==> src/rtl/passwd_checker_pkg.sv <==
// Shared definitions for the password checker: key codes, key decode,
// FSM state encoding and the per-position password digit select.
package passwd_checker_pkg;

    localparam logic [3:0] KEY_DIGIT_MAX = 4'h9;
    localparam logic [3:0] KEY_CANCEL    = 4'hA;
    localparam logic [3:0] KEY_ENTER     = 4'hB;

    localparam logic [2:0] ENTRY_FULL = 3'd6;

    typedef enum logic [2:0] {
        ST_IDLE  = 3'd0,
        ST_ENTRY = 3'd1,
        ST_CHECK = 3'd2,
        ST_OPEN  = 3'd3,
        ST_FAIL  = 3'd4,
        ST_ALARM = 3'd5
    } state_e;

    typedef struct packed {
        logic digit;
        logic cancel;
        logic enter;
    } key_t;

    // Codes 0xC-0xF decode to nothing and are therefore invisible to the FSM.
    function automatic key_t decode_key(
        input logic       valid,
        input logic [3:0] code
    );
        key_t k;
        k.digit  = valid && (code <= KEY_DIGIT_MAX);
        k.cancel = valid && (code == KEY_CANCEL);
        k.enter  = valid && (code == KEY_ENTER);
        return k;
    endfunction

    function automatic logic [3:0] sel_digit(
        input logic [2:0] idx,
        input logic [3:0] d1,
        input logic [3:0] d2,
        input logic [3:0] d3,
        input logic [3:0] d4,
        input logic [3:0] d5,
        input logic [3:0] d6
    );
        logic [3:0] r;
        unique case (idx)
            3'd0:    r = d1;
            3'd1:    r = d2;
            3'd2:    r = d3;
            3'd3:    r = d4;
            3'd4:    r = d5;
            default: r = d6;
        endcase
        return r;
    endfunction

endpackage

==> src/rtl/passwd_checker_timer.sv <==
// Loadable down-counter; done is high during the last counted cycle,
// i.e. N cycles after a load of N.
module cycle_timer
    import passwd_checker_pkg::*;
#(
    parameter int unsigned WIDTH = 8
) (
    input  logic             clk,
    input  logic             clr,
    input  logic             load,
    input  logic [WIDTH-1:0] load_val,
    output logic             done
);

    logic [WIDTH-1:0] cnt_q;
    logic [WIDTH-1:0] cnt_d;

    always_comb begin
        cnt_d = cnt_q;
        if (load) begin
            cnt_d = load_val;
        end else if (cnt_q != '0) begin
            cnt_d = cnt_q - WIDTH'(1);
        end
    end

    always_ff @(posedge clk) begin
        if (clr) begin
            cnt_q <= '0;
        end else begin
            cnt_q <= cnt_d;
        end
    end

    assign done = (cnt_q == WIDTH'(1));

endmodule

==> config.mk <==
export PLATFORM = sky130hd
export DESIGN_NAME = cycle_timer
export DESIGN_NICKNAME = d
export VERILOG_FILES = /design/src/rtl/passwd_checker_pkg.sv /design/src/rtl/passwd_checker_timer.sv
export SDC_FILE = /design/constraint.sdc
export NUM_CORES = 1
export LEC_CHECK = 0
export ABC_AREA = 1
export CAP_MARGIN = 10
export CORE_AREA = 2 2 39 41
export CTS_BUF_LIST = sky130_fd_sc_hd__clkbuf_8 sky130_fd_sc_hd__clkbuf_16
export CTS_CLUSTER_DIAMETER = 60
export DETAILED_ROUTE_END_ITERATION = 8
export DIE_AREA = 0 0 41 43
export DONT_BUFFER_PORTS = 1
export SLEW_MARGIN = 20
export SYNTH_ARGS = -nofsm -noshare
export SYNTH_HDL_FRONTEND = slang
export SYNTH_SLANG_ARGS = --single-unit
==> constraint.sdc <==
create_clock -name clk -period 1.5 [get_ports clk]
set_input_delay 0.225 -clock clk [delete_from_list [all_inputs] [get_ports clk]]
set_output_delay 0.225 -clock clk [all_outputs]
set_load 0.05 [all_outputs]
==> impl_metrics.ini <==
[grt]
overflow = 0
gr-usage-met1_pct = 24.3
grt_busiest_layer = met1
grt_max_degree = 11
grt.total_usage_pct = 16.9
groute.layer.met3.usage_pct = 5.24
grt_pass1_vias = 474
grt_pass1_wl_mm = 2.00
antenna_found_initial = 0
met2_usage_pct = 22.2

[timing]
rsz0062_at_grt = no
finalSetupTns_ns = 0
timing.final.crit_period_ns = 1.40
hold_viol = 0
final_max_slew_viol_count = 0
fmax_mhz = 715
finalClockSkew_ns = 0.000181
min_period_over_period_pct = 93.2
setup_violations = 0
worst_pin_slew_ns = 0.207
maxSlewHeadroom_pct = 86.1

[setup_path]
worstSetupEndpointType = output port
worst_r2r_path_depth = 7
startpoint_type = register
worstPathMaxFanout = 4
crit_type = reg -> out
reg2reg_from = cnt_q[0]
rrSetupSlack_ns = 0.22
cp_data_required_time_ns = 1.27
critPathArrivalTime_ns = 1.17
reg2reg_to = cnt_q[1]

[power]
p_comb_share_pct = 28.0
p_seq_share_pct = 36.1
max-vdd-ir-drop_uv = 668
p_per_area_nw_per_um2 = 1150
leakagePower_nw = 0.314
p_switching_uw = 236
pwr-share-clk_pct = 35.9
switching_share_pct = 32.5
p_int_uw = 491

[floorplanning]
start_util_pct = 40.1
num_rows = 14
die_y_um = 43
ios = 12
die_width_um = 41
coreArea_sq_um = 1380
dieArea_sq_um = 1760

[yosys]
synth-main-ff-cell = dfxtp_1
synth.top_cell.area_share_pct = 28.9
syn_area_sq_um = 554
synth_warnings = 0
yosys-top-cells-count = nand2_1, nor2_1, inv_1
netlist_instances = 89
synth_edf_count = 0
synth_area_leader_cell = dfxtp_1
syn_area_per_cell_sq_um = 6.23
yosysMostFrequentCell = nand2_1
synth_cell_types = 17
synth_area_leaders = dfxtp_1, nand2_1, nor2_1
async_reset_ff_share_pct = 0
synth_nets = 103
ys_seq_elements = 8
ys_seq_area_share_pct = 28.9

[detailed_routing]
final_antenna_net_count = 0
drtPass1Iterations = 4
drt_iter0_drc = 8
vias = 541
drc = 0
routedWlPerCell_um = 10.5
routed_wl_mm = 1.15
avgViaCountPerCell = 4.92

[cts]
cts_made_buffers = 3
tritoncts = done
postCtsSetupBuffers = 0
clk_latency_ns = 0.23
cts_sinks = 8
ctsHoldBuffers = 0
h-tree-depth = 1
clk_pin_slew_ns = 0.04
cts-root-buf = clkbuf_8
post_cts_resized = 0
cts_max_path_buffers = 2

[layout]
syn2layout_area_growth_pct = 14.2
largest_reg_flops = 8
seqCellArea_sq_um = 160
largest-register = cnt_q
nets = 110
multi_input_area_sq_um = 352
drive_gt1_share_pct = 18.1
n_antenna_cell = 0
fillCellCount = 152
fin_util_pct = 45.8
reg_top3 = cnt_q: 8 flops

[place]
hpwl_um = 909
numPortBuffers = 0
place.gp.congestion = 0.817

[hold_path]
min_to = cnt_q[3]
hold_depth = 2
hold_class = in -> reg
worstHoldStart = load

[run_status]
status = finished clean

[flow_run]
maxCapViolations = 0
-- worst max-delay path: stages (launching register included) --
cell and delay (ns):
dfxtp_1 0.37, inv_1 0.10, ha_1 0.18, nand2_1 0.07
nor2_2 0.04, buf_4 0.18
-- per-layer routing --
metal,vias up,part of all wire (%),wire length (um)
li1,294,-,-
met1,235,50,572
met2,8,45,523
met3,4,2.4,28
met4,0,2.2,25
met5,-,0,0
-- worst max path at each step --
stage | from | endpoint | slack [ns] | cells after the start
after CTS | cnt_q[1] | done | 0.09 | 5
final | cnt_q[1] | done | 0.10 | 5
after global routing | cnt_q[1] | done | 0.02 | 5
after detailed placement | cnt_q[0] | cnt_q[1] | 0.24 | 7
after floorplan | cnt_q[2] | done | 0.19 | 3
after global placement | cnt_q[0] | cnt_q[2] | 0.26 | 6
-- metrics by stage --
stage / power, mW / hold slack (ns) / instances / setup slack, ns / cell area [sq um]
after floorplan: 0.425 / 0.377 / 89 / 0.188 / 557
after global placement: 0.472 / 0.382 / 107 / 0.264 / 592
after detailed placement: 0.471 / 0.388 / 107 / 0.240 / 592
after CTS: 0.732 / 0.147 / 110 / 0.0925 / 633
after global routing: 0.779 / 0.148 / 110 / 0.0192 / 633
final: 0.727 / 0.146 / 110 / 0.101 / 633
-- power by group through the flow --
| stage | registers, mW | clock network (mW) | logic (mW) |
|---|---|---|---|
| 5_1_grt | 0.266 | 0.275 | 0.238 |
| 2_1_floorplan | 0.259 | 0 | 0.166 |
| 6_report | 0.262 | 0.261 | 0.204 |
| 4_1_cts | 0.262 | 0.264 | 0.206 |
| 3_3_place_gp | 0.266 | 0 | 0.206 |
| 3_5_place_dp | 0.266 | 0 | 0.205 |
-- layout by cell type (no fill, tap or decap), drive strengths merged --
cell type   n
a21oi       6
buf         2
clkbuf      3
clkinv      1
dfxtp       8
ha          3
inv        10
nand2      22
nand3       7
nand4       2
nor2       19
o21ai       7
or2         4
-- kinds of logic after synthesis --
kind of cell	Yosys count	synth area share (%)
AOI/OAI and AO/OA	13	13.1
and+or+nand+nor	54	43.1
DFF	8	28.9
adders and majority gates	3	6.77
buffers and inverters	11	8.13
-- final cells by class --
| cell class | count | area share (%) |
|---|---|---|
| Inverter | 11 | 7.11 |
| Multi-Input combinational cell | 70 | 55.5 |
| Sequential cell | 8 | 25.3 |
| Tap cell | 16 | 3.16 |
| Clock buffer | 3 | 6.52 |
| Timing Repair Buffer | 2 | 2.37 |
No activity file was read; power rests on OpenSTA's default activity.
